$ cat src/rtl/z_uart_pkg.sv
// Shared types, ASCII constants and the hex-to-ASCII helper for the Z-register UART logger.
// Optional parity state compiled in with Z_UART_PARITY_EN.
`default_nettype none

package z_uart_pkg;

  localparam logic [7:0] ASCII_ZERO = 8'h30;
  localparam logic [7:0] ASCII_A    = 8'h41;
  localparam int         DATA_BITS  = 8;

  typedef enum logic [2:0] {
    IDLE   = 3'd0,
    START  = 3'd1,
    DATA   = 3'd2,
`ifdef Z_UART_PARITY_EN
    PARITY = 3'd4,
`endif
    STOP   = 3'd3
  } state_t;

  function automatic logic [7:0] hex_to_ascii(input logic [3:0] v);
    if (v < 4'd10) return ASCII_ZERO + {4'd0, v};
    else           return ASCII_A + {4'd0, v} - 8'd10;
  endfunction

endpackage

`default_nettype wire

$ cat src/rtl/z_uart_fifo.sv
// 4-bit wide synchronous FIFO; a push while full is accepted only if a pop happens on the same edge.
`default_nettype none

module z_uart_fifo #(
  parameter int FIFO_DEPTH = 8
) (
  input  logic                          clk,
  input  logic                          rst_n,
  input  logic                          push,
  input  logic                          pop,
  input  logic [3:0]                    wdata,
  output logic [3:0]                    rdata,
  output logic                          full,
  output logic                          empty,
  output logic [$clog2(FIFO_DEPTH):0]   level
);

  localparam int AW = $clog2(FIFO_DEPTH);

  logic [3:0]    mem [FIFO_DEPTH];
  logic [AW-1:0] wr_ptr;
  logic [AW-1:0] rd_ptr;
  logic [AW:0]   count;
  logic          do_push;
  logic          do_pop;

  assign empty   = (count == '0);
  assign full    = (count == (AW+1)'(FIFO_DEPTH));
  assign do_pop  = pop && !empty;
  assign do_push = push && (!full || do_pop);
  assign rdata   = mem[rd_ptr];
  assign level   = count;

  always_ff @(posedge clk) begin
    if (do_push) mem[wr_ptr] <= wdata;
  end

  // Depth is a power of two, so the pointers wrap by plain overflow.
  always_ff @(posedge clk or negedge rst_n) begin
    if (!rst_n) begin
      wr_ptr <= '0;
      rd_ptr <= '0;
      count  <= '0;
    end else begin
      if (do_push) wr_ptr <= wr_ptr + 1'b1;
      if (do_pop)  rd_ptr <= rd_ptr + 1'b1;
      case ({do_push, do_pop})
        2'b10:   count <= count + 1'b1;
        2'b01:   count <= count - 1'b1;
        default: count <= count;
      endcase
    end
  end

endmodule

`default_nettype wire

$ cat src/rtl/z_uart_logger.sv
// Captures changes of the core's Z result, queues them and sends each as an ASCII hex char over UART.
// Optional even-parity bit compiled in with Z_UART_PARITY_EN.
`default_nettype none

module z_uart_logger
  import z_uart_pkg::*;
#(
  parameter int CLK_DIV    = 16,
  parameter int FIFO_DEPTH = 8
) (
  input  logic                        clk,
  input  logic                        rst_n,
  input  logic [3:0]                  z_in,
  input  logic                        cap_en,
  input  logic                        clr_ovf,
  output logic                        tx,
  output logic                        busy,
  output logic                        ovf,
  output logic [$clog2(FIFO_DEPTH):0] level
);

  state_t      state, state_nx;
  logic [15:0] baud_cnt, baud_nx;
  logic [2:0]  bit_cnt, bit_nx;
  logic [7:0]  shreg, shreg_nx;
  logic [3:0]  last_z;
  logic        primed;
  logic        push, pop, drop;
  logic        full, empty;
  logic [3:0]  rdata;
  logic        baud_done;
`ifdef Z_UART_PARITY_EN
  logic        par, par_nx;
`endif

  assign push      = cap_en && (!primed || (z_in != last_z));
  assign drop      = push && full && !pop;
  assign baud_done = (baud_cnt == 16'(CLK_DIV - 1));

  z_uart_fifo #(.FIFO_DEPTH(FIFO_DEPTH)) u_fifo (
    .clk   (clk),
    .rst_n (rst_n),
    .push  (push),
    .pop   (pop),
    .wdata (z_in),
    .rdata (rdata),
    .full  (full),
    .empty (empty),
    .level (level)
  );

  always_ff @(posedge clk or negedge rst_n) begin
    if (!rst_n) begin
      last_z <= '0;
      primed <= 1'b0;
      ovf    <= 1'b0;
    end else begin
      if (cap_en) begin
        last_z <= z_in;
        primed <= 1'b1;
      end
      // A drop in the same cycle as a clear keeps the flag set.
      if (drop)         ovf <= 1'b1;
      else if (clr_ovf) ovf <= 1'b0;
    end
  end

  always_ff @(posedge clk or negedge rst_n) begin
    if (!rst_n) begin
      state    <= IDLE;
      baud_cnt <= '0;
      bit_cnt  <= '0;
      shreg    <= '0;
      busy     <= 1'b0;
`ifdef Z_UART_PARITY_EN
      par      <= 1'b0;
`endif
    end else begin
      state    <= state_nx;
      baud_cnt <= baud_nx;
      bit_cnt  <= bit_nx;
      shreg    <= shreg_nx;
      busy     <= (state_nx != IDLE);
`ifdef Z_UART_PARITY_EN
      par      <= par_nx;
`endif
    end
  end

  always_comb begin
    state_nx = state;
    baud_nx  = baud_cnt + 16'd1;
    bit_nx   = bit_cnt;
    shreg_nx = shreg;
    pop      = 1'b0;
    tx       = 1'b1;
`ifdef Z_UART_PARITY_EN
    par_nx   = par;
`endif
    case (state)
      IDLE: begin
        baud_nx = '0;
        if (!empty) begin
          pop      = 1'b1;
          shreg_nx = hex_to_ascii(rdata);
          bit_nx   = '0;
          state_nx = START;
`ifdef Z_UART_PARITY_EN
          par_nx   = ^hex_to_ascii(rdata);
`endif
        end
      end
      START: begin
        tx = 1'b0;
        if (baud_done) begin
          baud_nx  = '0;
          state_nx = DATA;
        end
      end
      DATA: begin
        tx = shreg[0];
        if (baud_done) begin
          baud_nx  = '0;
          shreg_nx = {1'b0, shreg[7:1]};
          if (bit_cnt == 3'(DATA_BITS - 1)) begin
`ifdef Z_UART_PARITY_EN
            state_nx = PARITY;
`else
            state_nx = STOP;
`endif
          end else begin
            bit_nx = bit_cnt + 3'd1;
          end
        end
      end
`ifdef Z_UART_PARITY_EN
      PARITY: begin
        tx = par;
        if (baud_done) begin
          baud_nx  = '0;
          state_nx = STOP;
        end
      end
`endif
      STOP: begin
        tx = 1'b1;
        if (baud_done) begin
          baud_nx  = '0;
          state_nx = IDLE;
        end
      end
      default: begin
        baud_nx  = '0;
        state_nx = IDLE;
      end
    endcase
  end

endmodule

`default_nettype wire

$ cat config.mk
export PLATFORM = sky130hd
export DESIGN_NAME = z_uart_logger
export DESIGN_NICKNAME = d
export VERILOG_FILES = /design/src/rtl/z_uart_pkg.sv /design/src/rtl/z_uart_fifo.sv /design/src/rtl/z_uart_logger.sv
export SDC_FILE = /design/constraint.sdc
export NUM_CORES = 1
export LEC_CHECK = 0
export ABC_AREA = 1
export BUFFER_PORTS_ARGS = -buffer_cell sky130_fd_sc_hd__buf_2
export CORE_MARGIN = 3
export CORE_UTILIZATION = 40
export DETAILED_ROUTE_END_ITERATION = 7
export PLACE_DENSITY = 0.62
export SYNTH_ARGS = -nofsm -noshare
export SYNTH_HDL_FRONTEND = slang
export SYNTH_SLANG_ARGS = --single-unit
$ cat constraint.sdc
create_clock -name clk -period 2.5 [get_ports clk]
set_clock_uncertainty 0.05 [all_clocks]
set_input_delay 0.5 -clock clk [delete_from_list [all_inputs] [get_ports clk]]
set_output_delay 0.5 -clock clk [all_outputs]
set_load 0.03 [all_outputs]
# After elaboration in Yosys (flattened, before gate mapping)
# Memories as Yosys holds them, arrays and structs flattened.
# Index checks and enable logic that the tools add are counted.
# op_classes
add_sub_neg,9
multipliers,0
div_mod_pow,0
order_cmp,1
n_eq_ne,12
n_shift,0
n_mux,24
n_bitwise,0
n_reduce_logical,20
# ops
operator,count
$mux W16,2
$mux W3,8
$mux W8,3
$add A16 B1 Y16 const B,1
$eq A16 B4 Y1 const B,1
$pmux W8 S2,1
$pmux W3 S4,1
$add A3 B1 Y3 const B,3
$add A7 B4 Y8 const A,1
$pmux W4 S2,1
$sub A8 B4 Y8 const B,1
$add A6 B4 Y7 const A,1
$eq A3 B2 Y1 const B,2
$mux W1,6
$ne A2 B2 Y1 const B,3
$pmux W3 S2,1
$reduce_bool A2 Y1,3
$logic_and A1 B1 Y1,5
$add A4 B1 Y4 const B,1
$eq A4 B4 Y1 const B,1
$logic_not A1 Y1,4
$logic_not A4 Y1,1
$lt A4 B4 Y1 const B,1
$ne A4 B4 Y1,1
other kinds (12),13
# word_totals
regBits,47
latchBits,0
ram_bits,32
mem_bits_ro,0
output_inout_bits,7
wordCells,78
n_memories,1
# mem_list
name,depth,word_bits,rd,rd_clocked_by_memory_dff,wr,line_no,text
u_fifo.mem,8,4,1,0,1,z_uart_fifo.sv:20,logic [3:0] mem [FIFO_DEPTH];

# Logic depth before layout (Yosys ltp)
# Gate-level depths: netlist of run 1.
# depth
word_depth,8
mapped_depth,16
ltp_nobuf,16

# By module
# A second synthesis of run 1 with hierarchy kept.
# hier_totals
cells_unflattened,446
hier_area_um2,3900.0
# by_module_without_submodules
mod,instances,cells_per_inst,area_each_um2
z_uart_logger,1,280,2019.4
z_uart_fifo,1,166,1880.6

# Least setup slack after synthesis of run 1
# No wires, ideal clock.
# synth_timing
path_kind,register to register
startpoint,"register u_fifo.count[1], in the netlist u_fifo.level[1]"
endpoint,"register u_fifo.count[3], in the netlist u_fifo.level[3]"
setup_time_ns,0.122
t_arrival_ns,2.171
required_ns,2.328
slack_ns,0.156
path_stages_with_launch,15
n_path_buf,0
cell_sequence,dfrtp_1 > nor3_1 > nand2_1 > nand2_2 > inv_1 > nand2_2 > inv_1 > ha_1 > nand2_1 > nor2_1 > a211oi_1 > nand2_1 > nand2_1 > nand2_1 > xor2_1
# synth_via
elab_chain_len,8
word_cells_on_any_way,15
# synth_lines
element,line_no,text
from (decl),z_uart_fifo.sv:23,logic [AW:0] count;
from (signal assigned),z_uart_fifo.sv:48,2'b10: count <= count + 1'b1;
from (signal assigned),z_uart_fifo.sv:49,2'b01: count <= count - 1'b1;
from (signal assigned),z_uart_fifo.sv:50,default: count <= count;
$logic_not A4 Y1,z_uart_fifo.sv:27,assign empty = (count == '0);
$mux W1,z_uart_logger.sv:103,if (!empty) begin
$mux W1,z_uart_logger.sv:100,case (state)
$logic_and A1 B1 Y1,z_uart_fifo.sv:29,assign do_pop = pop && !empty;
$logic_or A1 B1 Y1,z_uart_fifo.sv:30,assign do_push = push && (!full || do_pop);
$logic_and A1 B1 Y1,z_uart_fifo.sv:30,
$eq A2 B1 Y1 or $eq A2 B2 Y1 (tied branches),z_uart_fifo.sv:47,"case ({do_push, do_pop})"
$pmux W4 S2 or $reduce_bool A2 Y1 (tied branches),-,
# Parallel ways exist; a longest one is shown, timed or not.
# A chain may end at the register's enable or synchronous reset.

# Worst setup path after layout of run 1
# layout_timing
startpoint,register state[1]
endpoint,"register u_fifo.count[3], in the netlist u_fifo.level[3]"
# layout_via
elab_chain_len,7
word_cells_on_any_way,9
# layout_lines
element,line_no,text
from (decl),z_uart_logger.sv:22,"state_t state, state_nx;"
from (signal assigned),z_uart_logger.sv:79,state <= state_nx;
$logic_not A3 Y1 (*),z_uart_logger.sv:100,
$mux W1 (*),z_uart_logger.sv:100,
$logic_and A1 B1 Y1 (*),z_uart_fifo.sv:29,
$logic_or A1 B1 Y1,z_uart_fifo.sv:30,
$logic_and A1 B1 Y1,z_uart_fifo.sv:30,
$eq A2 B1 Y1 or $eq A2 B2 Y1 (tied branches),z_uart_fifo.sv:47,
$pmux W4 S2 or $reduce_bool A2 Y1 (tied branches),-,
# Every way passes the cells marked *; elsewhere a longest branch is shown, timed or not.

==> impl_metrics.py, run 1 <==
metrics = {
    "layout": {
        "fillers": 906,
        "fin_util": 0.4722,
        "nets": 479,
        "multiInputGateArea_mm2": 0.001458,
        "diodes": 0,
        "seqCellArea_mm2": 0.002112,
        "drive_gt1_frac": 0.1499,
        "syn_to_final_growth_pct": 13.88,
    },
    "worst_setup_path": {
        "cp.required_ns": 2.68,
        "critical_path_buf_inv_count": 3,
        "cp_data_arrival_time_ns": 2.49,
        "path_max_fanout": 4,
        "reg2reg_depth": 14,
        "start_kind": "flip-flop",
        "cp_cell_sequence": "nor3_1 -> buf_4 -> nand2_2 -> inv_1 -> nand2_2 -> inv_1 -> ha_1 -> nand2_1 -> nor2_1 -> a211oi_1 -> nand2_1 -> nand2_1 -> nand2_1 -> xor2_1",
        "cpPeakStageDelay_ns": 0.42,
        "crit_slowest_cell": "dfrtp_1",
        "rr_startpoint": "state[1]$_DFF_PN0_",
        "worstSetupEndpointType": "flip-flop",
        "r2r-end": "u_fifo.level[3]$_DFFE_PN0P_",
        "crit_path_frequent_cell": "nand2_1",
        "crit_type": "reg -> reg",
        "cpLargestDelayFamily": "simple AND/OR/NAND/NOR gates",
        "r2r_setup_slack_ns": 0.19,
    },
    "placement": {
        "pre_cts_ws_ns": 0.1063,
        "routabilityCongestion": 0.8282,
        "portBuffers": 14,
        "hpwlAfterDp_um": 5379,
    },
    "yosys": {
        "yosysSeqAreaShare": 0.5486,
        "syn-mean-instance-area_um2": 8.974,
        "synth_top_cell_by_area": "dfrtp_1",
        "synth_area_leaders": "dfrtp_1, edfxtp_1, nand2_1",
        "synth_fp_nets": 446,
        "ys.flop_type": "dfrtp_1",
        "synthArstFlopShare": 0.5897,
        "netlist_area_mm2": 0.003850,
        "synth_seq_cells": 78,
        "ys_types": 38,
        "synth_edf_count": 32,
        "synth_top_area_frac": 0.2990,
        "ys.warnings.count": 0,
        "synth_cells": 429,
    },
    "drt": {
        "vias": 2817,
        "drc": 0,
        "drtPass1Iterations": 4,
        "wirelength_um": 7382,
        "drt_iter0_drc": 157,
        "via_per_inst": 4.727,
        "ant_nets": 0,
        "avgRoutedWirePerCell_um": 12.39,
    },
    "die": {
        "ios": 15,
        "initial_core_util": 0.4147,
        "die_w_um": 104.1,
        "core_mm2": 0.009284,
        "rows": 35,
        "die_area_mm2": 0.01084,
        "die_h_um": 104.1,
    },
    "clock_network": {
        "clockRootBuffer": "clkbuf_8",
        "cts_tree": "done",
        "clkLatencyLatePin_ns": 0.35,
        "h-tree-depth": 3,
        "cts_buffer_depth": 2,
        "cts.sinks": 78,
        "cts-buffers-inserted": 9,
        "clk_pin_slew_ns": 0.08,
    },
    "min_path": {
        "hold_path_depth": 2,
        "whs_endpoint": "ovf$_DFFE_PN0P_",
        "hold_class": "in -> reg",
        "min_from": "clr_ovf",
    },
    "sta": {
        "whs_ns": 0.2951,
        "period_needed_ns": 2.310,
        "grt_setup_unrepaired": "false",
        "hold_viol_final": 0,
        "setup_viol": 0,
        "relSlewSlack": 0.6652,
        "worst_slew_pin_slew_ns": 0.5022,
        "max_freq_mhz": 432.8,
        "setup_tns_ns": 0,
        "setup_ws_ns": 0.1897,
        "timing.final.crit_share": 0.9241,
        "slew_violations": 0,
    },
    "grt": {
        "track_usage": 0.1442,
        "grt_pass1_wl_um": 12710,
        "antenna_found_initial": 0,
        "first_global_vias": 2739,
        "overflow": 0,
        "grt_max_degree": 22,
    },
    "run": {
        "max-cap-violations": 0,
    },
    "pwr": {
        "power_leakage_nw": 1.998,
        "power.density_mw_per_mm2": 987.8,
        "ir_drop_mv": 0.5969,
    },
    "run_status": {
        "status": "finished, final reports clean",
    },
}
routing by layer:
layer,vias up,wire [um],global-route usage
li1,1450,-,-
met1,1301,3447,0.1901
met2,56,3538,0.2414
met3,10,267,0.02048
met4,0,129,0.05508
met5,-,0,0
flip-flops by register name, indices dropped and copies added, names as in the netlist:
name and cells:
u_fifo.rd_ptr 3, busy 1, shreg 7, u_fifo.mem 32
u_fifo.level 4, baud_cnt 16, primed 1, bit_cnt 3
u_fifo.wr_ptr 3, state 3, last_z 4, ovf 1
final cells by class:
type | instances | area share
timing repair buffer | 28 | 0.04053
tap | 129 | 0.03682
sequential | 78 | 0.4817
clock buffer | 9 | 0.02825
multi-input combinational | 285 | 0.3325
inverter | 60 | 0.05251
clock inverter | 7 | 0.02768
repair_timing:
action,CTS,global route
hold endpoints to repair,11,0
endpoints found under the setup margin,0,1
hold buffers,1,0
resized for setup,0,1
buffers inserted,0,0
metrics by stage:
stage	total power, W	cells	cell area [um^2]
after global routing	0.004644	596	4384
after CTS	0.004358	596	4379
after detailed placement	0.003203	579	4124
after floorplan	0.002856	429	3850
after global placement	0.003168	579	4124
final	0.004331	596	4384
worst reg2reg max path: stages, from the launching register on:
cell and delay [ns]:
dfrtp_1 0.42, nor3_1 0.25, buf_4 0.18, nand2_2 0.05, inv_1 0.09, nand2_2 0.09, inv_1 0.09, ha_1 0.26
nand2_1 0.08, nor2_1 0.04, a211oi_1 0.25, nand2_1 0.09, nand2_1 0.07, nand2_1 0.06, xor2_1 0.13
report_power, final:
part | switching (W) | total (W) | internal, W
sequential | 0.000199 | 0.00176 | 0.00156
combinational | 0.000915 | 0.00142 | 0.000500
clock | 0.000486 | 0.00115 | 0.000667
worst max-delay path by stage:
stage | slack [ns] | from | to | depth (start not counted)
2_1_floorplan | 0.16 | u_fifo.level[1]$_DFFE_PN0P_ | u_fifo.level[3]$_DFFE_PN0P_ | 14
3_3_place_gp | 0.15 | z_in[0] | u_fifo.level[3]$_DFFE_PN0P_ | 16
3_5_place_dp | 0.11 | z_in[3] | u_fifo.level[3]$_DFFE_PN0P_ | 16
4_1_cts | 0.19 | state[1]$_DFF_PN0_ | u_fifo.level[3]$_DFFE_PN0P_ | 14
5_1_grt | 0.008 | state[1]$_DFF_PN0_ | u_fifo.level[3]$_DFFE_PN0P_ | 14
6_report | 0.19 | state[1]$_DFF_PN0_ | u_fifo.level[3]$_DFFE_PN0P_ | 14
synth_stat cells, types with 4 or more instances:
cell        n
a21oi_1    14
o21ai_0    13
ha_1        8
nand3_1    27
nand4_1     6
edfxtp_1   32
o21ai_1     7
xor2_1     12
nand2_1   104
inv_1      51
nor2_1     55
inv_2       8
nor3_1      9
dfrtp_1    46
buf_6       4
nand2_2     5
cell families after synthesis:
| kind of cell | Yosys count | share of synthesized area |
|---|---|---|
| buffers and inverters | 66 | 0.07410 |
| AO/OA/AOI/OAI | 42 | 0.06045 |
| multiplexers | 1 | 0.002925 |
| flip-flops | 78 | 0.5486 |
| other | 1 | 0.0009740 |
| XOR/XNOR | 13 | 0.02957 |
| adder cells (fa/ha/maj) | 9 | 0.03120 |
| AND/OR/NAND/NOR | 219 | 0.2522 |
cell usage in the layout, fill, tap and decap left out, drive strengths merged, types with 9 or more instances in the layout:
master and instances:
xor2 12, dfrtp 46, clkbuf 9, nand2 110, nor2 57, inv 61, buf 27, edfxtp 32
nor3 13, o21ai 22, a21oi 14, nand3 27
(Power assumes the default switching activity.)
==> run 2: changes to the inputs <==
--- a/config.mk
+++ b/config.mk
@@ -8,9 +8,9 @@
 export ABC_AREA = 1
 export BUFFER_PORTS_ARGS = -buffer_cell sky130_fd_sc_hd__buf_2
 export CORE_MARGIN = 3
-export CORE_UTILIZATION = 40
+export CORE_UTILIZATION = 61
 export DETAILED_ROUTE_END_ITERATION = 7
-export PLACE_DENSITY = 0.62
+export PLACE_DENSITY = 0.85
 export SYNTH_ARGS = -nofsm -noshare
 export SYNTH_HDL_FRONTEND = slang
 export SYNTH_SLANG_ARGS = --single-unit
==> impl_metrics.py, run 2 (synthesized netlist as in run 1, its figures left out) <==
metrics = {
    "worst_setup_path": {
        "crit_path_frequent_cell": "nand2_1",
        "cp_cell_sequence": "nor3_2 -> nand2_2 -> inv_1 -> nand2_2 -> inv_1 -> ha_1 -> nand2_1 -> nor2_1 -> a211oi_2 -> nand2_1 -> nand2_1 -> nand2_1 -> xor2_1",
        "cp_data_arrival_time_ns": 2.58,
        "rr_startpoint": "state[1]$_DFF_PN0_",
        "crit_slowest_cell": "dfrtp_1",
        "r2r_setup_slack_ns": 0.10,
        "path_max_fanout": 5,
        "reg2reg_depth": 13,
        "crit_type": "reg -> reg",
        "start_kind": "flip-flop",
        "crit_start": "state[1]$_DFF_PN0_",
        "worstSetupEndpointType": "flip-flop",
        "r2r-end": "u_fifo.level[3]$_DFFE_PN0P_",
        "cp.required_ns": 2.68,
        "cpPeakStageDelay_ns": 0.45,
    },
    "grt": {
        "overflow": 0,
        "grt_max_degree": 47,
        "track_usage": 0.2303,
        "first_global_vias": 2876,
        "antenna_found_initial": 0,
        "grt_pass1_wl_um": 13160,
    },
    "pwr": {
        "power.density_mw_per_mm2": 1004,
        "ir_drop_mv": 0.6892,
        "p_total_w": 0.004302,
        "power_leakage_nw": 1.987,
    },
    "die": {
        "die_h_um": 85.45,
        "die_w_um": 85.45,
        "die_area_mm2": 0.007301,
        "ios": 15,
        "initial_core_util": 0.6389,
        "rows": 28,
        "core_mm2": 0.006026,
    },
    "layout": {
        "largest_reg_flops": 32,
        "multiInputGateArea_mm2": 0.001468,
        "mostFrequentLayoutCell": "nand2_1",
        "seqCellArea_mm2": 0.002112,
        "fillers": 433,
        "diodes": 0,
        "fin_util": 0.7108,
        "reg.largest.list": "u_fifo.mem: 32 flops, baud_cnt: 16 flops, shreg: 7 flops",
        "nets": 476,
        "drive_gt1_frac": 0.1509,
        "syn_to_final_growth_pct": 11.24,
        "layout_common_cells": "nand2_1, nor2_1, inv_1, dfrtp_1, edfxtp_1",
        "top_register": "u_fifo.mem",
    },
    "clock_network": {
        "hold_buffers": 0,
        "cts_buffer_depth": 2,
        "postCtsSetupBuffers": 0,
        "cts-buffers-inserted": 9,
        "cts.sinks": 78,
        "clk_pin_slew_ns": 0.09,
        "clockRootBuffer": "clkbuf_8",
        "h-tree-depth": 3,
        "clkLatencyLatePin_ns": 0.36,
        "cts_tree": "done",
    },
    "sta": {
        "setup_ws_ns": 0.1035,
        "slew_violations": 0,
        "period_needed_ns": 2.397,
        "worst_slew_pin_slew_ns": 0.5761,
        "setup_tns_ns": 0,
        "timing.final.crit_share": 0.9586,
        "setup_viol": 0,
        "relSlewSlack": 0.6159,
        "max_freq_mhz": 417.3,
        "hold_viol_final": 0,
    },
    "run_status": {
        "status": "finished, final reports clean",
    },
    "run": {
        "max-cap-violations": 0,
    },
    "placement": {
        "routabilityCongestion": 0.9082,
        "hpwlAfterDp_um": 5282,
        "pre_cts_ws_ns": -0.01408,
        "portBuffers": 14,
    },
    "drt": {
        "vias": 2987,
        "ant_nets": 0,
        "via_per_inst": 5.542,
        "wirelength_um": 7775,
        "avgRoutedWirePerCell_um": 14.42,
        "drc": 0,
        "drtPass1Iterations": 6,
        "drt_iter0_drc": 259,
    },
    "min_path": {
        "hold_class": "in -> async",
    },
}
run 2: area by class of cell:
cell class              instances  share of cell area
clock buffers                   9             0.02892
clock inverters                 7             0.02396
inverters                      60             0.05375
multi-input cells             285              0.3427
flip-flops and latches         78              0.4931
well taps                      75             0.02191
repair buffers                 25             0.03564
run 2: report_power, final:
| part | total [W] | internal (W) | leakage (nW) | switching, W |
|---|---|---|---|---|
| registers | 0.00176 | 0.00156 | 0.875 | 0.000200 |
| clock network | 0.00107 | 0.000576 | 0.111 | 0.000497 |
| logic | 0.00146 | 0.000504 | 1.00 | 0.000960 |
| total | 0.00430 | 0.00264 | 1.99 | 0.00166 |
run 2: per-stage QoR:
stage	cells	hold slack, ns	instance area (um^2)
after floorplan	429	0.1544	3850
after global placement	523	0.3985	4041
after detailed placement	523	0.4048	4041
after CTS	539	0.1784	4268
after global routing	539	0.1988	4283
final	539	0.1528	4283
run 2: worst max path at each step:
stage,endpoint,slack (ns),cells past startpoint
global route,u_fifo.level[3]$_DFFE_PN0P_,-0.08,13
floorplan,u_fifo.level[3]$_DFFE_PN0P_,0.16,14
detailed placement,u_fifo.level[3]$_DFFE_PN0P_,-0.01,16
CTS,u_fifo.level[3]$_DFFE_PN0P_,0.05,13
global placement,u_fifo.level[3]$_DFFE_PN0P_,0.13,16
finish,u_fifo.level[3]$_DFFE_PN0P_,0.10,13
run 2: worst max-delay path: cells and delay by family (launching register included):
| family | cells | cell delay, ns |
|---|---|---|
| AND/OR/NAND/NOR | 8 | 0.89 |
| flip-flops | 1 | 0.45 |
| buffers and inverters | 2 | 0.27 |
| adder cells (fa/ha/maj) | 1 | 0.27 |
| AO/OA/AOI/OAI | 1 | 0.20 |
| XOR/XNOR | 1 | 0.16 |
run 2: metal layers:
metal  wire length [um]  GRT usage
met1               3454     0.3142
met2               3655     0.3665
met3                519    0.05825
met4                146    0.07050
met5                  0          0
run 2: what timing repair did:
item | in CTS | in global routing
setup endpoints to repair | 0 | 1
resized for setup | 0 | 3
endpoints found under the hold margin | 0 | 0
==> run 3: changes to the inputs <==
--- a/config.mk
+++ b/config.mk
@@ -10,7 +10,9 @@
 export CORE_MARGIN = 3
 export CORE_UTILIZATION = 61
 export DETAILED_ROUTE_END_ITERATION = 7
+export MAX_ROUTING_LAYER = met4
 export PLACE_DENSITY = 0.85
+export REMOVE_ABC_BUFFERS = 1
 export SYNTH_ARGS = -nofsm -noshare
 export SYNTH_HDL_FRONTEND = slang
 export SYNTH_SLANG_ARGS = --single-unit
==> impl_metrics.py, run 3 (synthesized netlist as in run 1, its figures left out) <==
metrics = {
    "layout": {
        "reg.largest.list": "u_fifo.mem: 32 flops, baud_cnt: 16 flops, shreg: 7 flops",
        "drive_gt1_frac": 0.1627,
        "layout_common_cells": "nand2_1, nor2_1, inv_1, dfrtp_1, edfxtp_1",
        "largest_reg_flops": 32,
        "final_cells": 542,
        "fillers": 439,
        "nets": 479,
        "diodes": 0,
        "syn_to_final_growth_pct": 10.95,
        "mostFrequentLayoutCell": "nand2_1",
        "fin_util": 0.7089,
        "top_register": "u_fifo.mem",
    },
    "die": {
        "core_mm2": 0.006026,
        "initial_core_util": 0.6389,
        "die_h_um": 85.45,
        "die_w_um": 85.45,
        "die_area_mm2": 0.007301,
        "ios": 15,
        "rows": 28,
    },
    "clock_network": {
        "clockRootBuffer": "clkbuf_8",
        "cts_buffer_depth": 2,
        "h-tree-depth": 3,
        "cts-buffers-inserted": 9,
        "hold_buffers": 0,
        "cts.sinks": 78,
        "clkLatencyLatePin_ns": 0.36,
        "clk_pin_slew_ns": 0.08,
        "cts_tree": "done",
    },
    "worst_setup_path": {
        "worstSetupEndpointType": "flip-flop",
        "path_max_fanout": 4,
        "crit_type": "reg -> reg",
        "cp_data_arrival_time_ns": 2.48,
        "cp.required_ns": 2.69,
        "start_kind": "flip-flop",
    },
    "grt": {
        "overflow": 0,
        "antenna_found_initial": 0,
        "grt_pass1_wl_um": 14100,
        "first_global_vias": 2973,
        "track_usage": 0.2563,
        "grt_max_degree": 30,
    },
    "placement": {
        "pre_cts_ws_ns": -0.04760,
        "portBuffers": 14,
        "hpwlAfterDp_um": 5461,
        "place_inst": 525,
        "routabilityCongestion": 0.9265,
    },
    "sta": {
        "worst_slew_pin_slew_ns": 0.6467,
        "relSlewSlack": 0.5689,
        "timing.final.crit_share": 0.9148,
        "setup_tns_ns": 0,
        "hold_viol_final": 0,
        "setup_ws_ns": 0.2129,
        "setup_viol": 0,
        "max_freq_mhz": 437.2,
        "grt_setup_unrepaired": "false",
        "period_needed_ns": 2.287,
        "slew_violations": 0,
    },
    "drt": {
        "drtPass1Iterations": 4,
        "avgRoutedWirePerCell_um": 14.95,
        "via_per_inst": 5.456,
        "ant_nets": 0,
        "drc": 0,
        "vias": 2957,
        "drt_iter0_drc": 270,
        "wirelength_um": 8105,
    },
    "pwr": {
        "ir_drop_mv": 0.8685,
        "power.density_mw_per_mm2": 970.2,
        "power_leakage_nw": 1.986,
    },
    "run": {
        "max-cap-violations": 0,
    },
    "run_status": {
        "status": "finished, final reports clean",
    },
    "min_path": {
        "hold_class": "in -> async",
    },
}
[run 3: cell types whose count changed in the layout (fill, tap and decap cells not counted), moves of 2 or more]
cell / change
inv_6: -4
buf_4: +3
dfrtp_1: -3
dfrtp_2: +3
bufinv_16: -2
clkbuf_8: +2
clkinv_2: +2
inv_4: +2
[run 3: layout make-up]
type / count / area [um^2] / share of cell area
Clock inverter: 5 / 31.28 / 0.007323
Inverter: 60 / 230.2 / 0.05390
Timing Repair Buffer: 28 / 175.2 / 0.04101
Clock buffer: 11 / 151.4 / 0.03544
Sequential cell: 78 / 2116 / 0.4953
Multi-Input combinational cell: 285 / 1474 / 0.3450
Tap cell: 75 / 93.84 / 0.02197
[run 3: final timing paths]
| check | start | endpoint | slack, ns | depth (start not counted) |
|---|---|---|---|---|
| setup / recovery | state[1]$_DFF_PN0_ | u_fifo.level[3]$_DFFE_PN0P_ | 0.21 | 14 |
| hold / removal | rst_n | baud_cnt[6]$_DFF_PN0_ | 0.11 | 1 |
| setup reg to reg | state[1]$_DFF_PN0_ | u_fifo.level[3]$_DFFE_PN0P_ | 0.21 | 14 |
| hold reg to reg | baud_cnt[0]$_DFF_PN0_ | baud_cnt[0]$_DFF_PN0_ | 0.42 | 1 |
| max in group asynchronous | rst_n | u_fifo.level[1]$_DFFE_PN0P_ | 1.66 | 2 |
| min in group clk | clr_ovf | ovf$_DFFE_PN0P_ | 0.29 | 2 |
[run 3: report_power, final]
| group | leakage, nW | switching, W | total, W | internal (W) |
|---|---|---|---|---|
| combinational | 1.01 | 0.000958 | 0.00147 | 0.000515 |
| clock | 0.100 | 0.000484 | 0.000898 | 0.000415 |
| sequential | 0.872 | 0.000206 | 0.00177 | 0.00157 |
| total | 1.99 | 0.00165 | 0.00414 | 0.00250 |
[run 3: per-layer routing]
| layer | track usage | up-vias | share of wire |
|---|---|---|---|
| li1 | - | 1450 | - |
| met1 | 0.3231 | 1400 | 0.43 |
| met4 | 0.09496 | 0 | 0.025 |
| met5 | - | - | 0 |
| met3 | 0.04272 | 25 | 0.039 |
| met2 | 0.4181 | 82 | 0.50 |
[run 3: stage by stage]
stage | cell area [um^2] | power [W] | hold slack (ns)
floorplan | 3795 | 0.002788 | 0.1544
global placement | 4056 | 0.003127 | 0.3956
detailed placement | 4056 | 0.003206 | 0.4053
CTS | 4239 | 0.004104 | 0.1275
global route | 4272 | 0.004435 | 0.1574
finish | 4272 | 0.004144 | 0.1090
[run 3: timing repair]
item	CTS	global route
setup buffers	0	1
gates resized for setup	0	7
setup endpoints to repair	0	1
[run 3: worst max-delay path: stages (launching register included)]
cell and delay [ns]:
dfrtp_2 0.46, nor3_4 0.18, buf_4 0.16, nand2_2 0.05, inv_1 0.10, nand2_2 0.09
inv_1 0.08, ha_1 0.27, nand2_1 0.09, nor2_1 0.05, a211oi_2 0.19, nand2_1 0.08
nand2_1 0.07, nand2_1 0.09, xor2_1 0.16
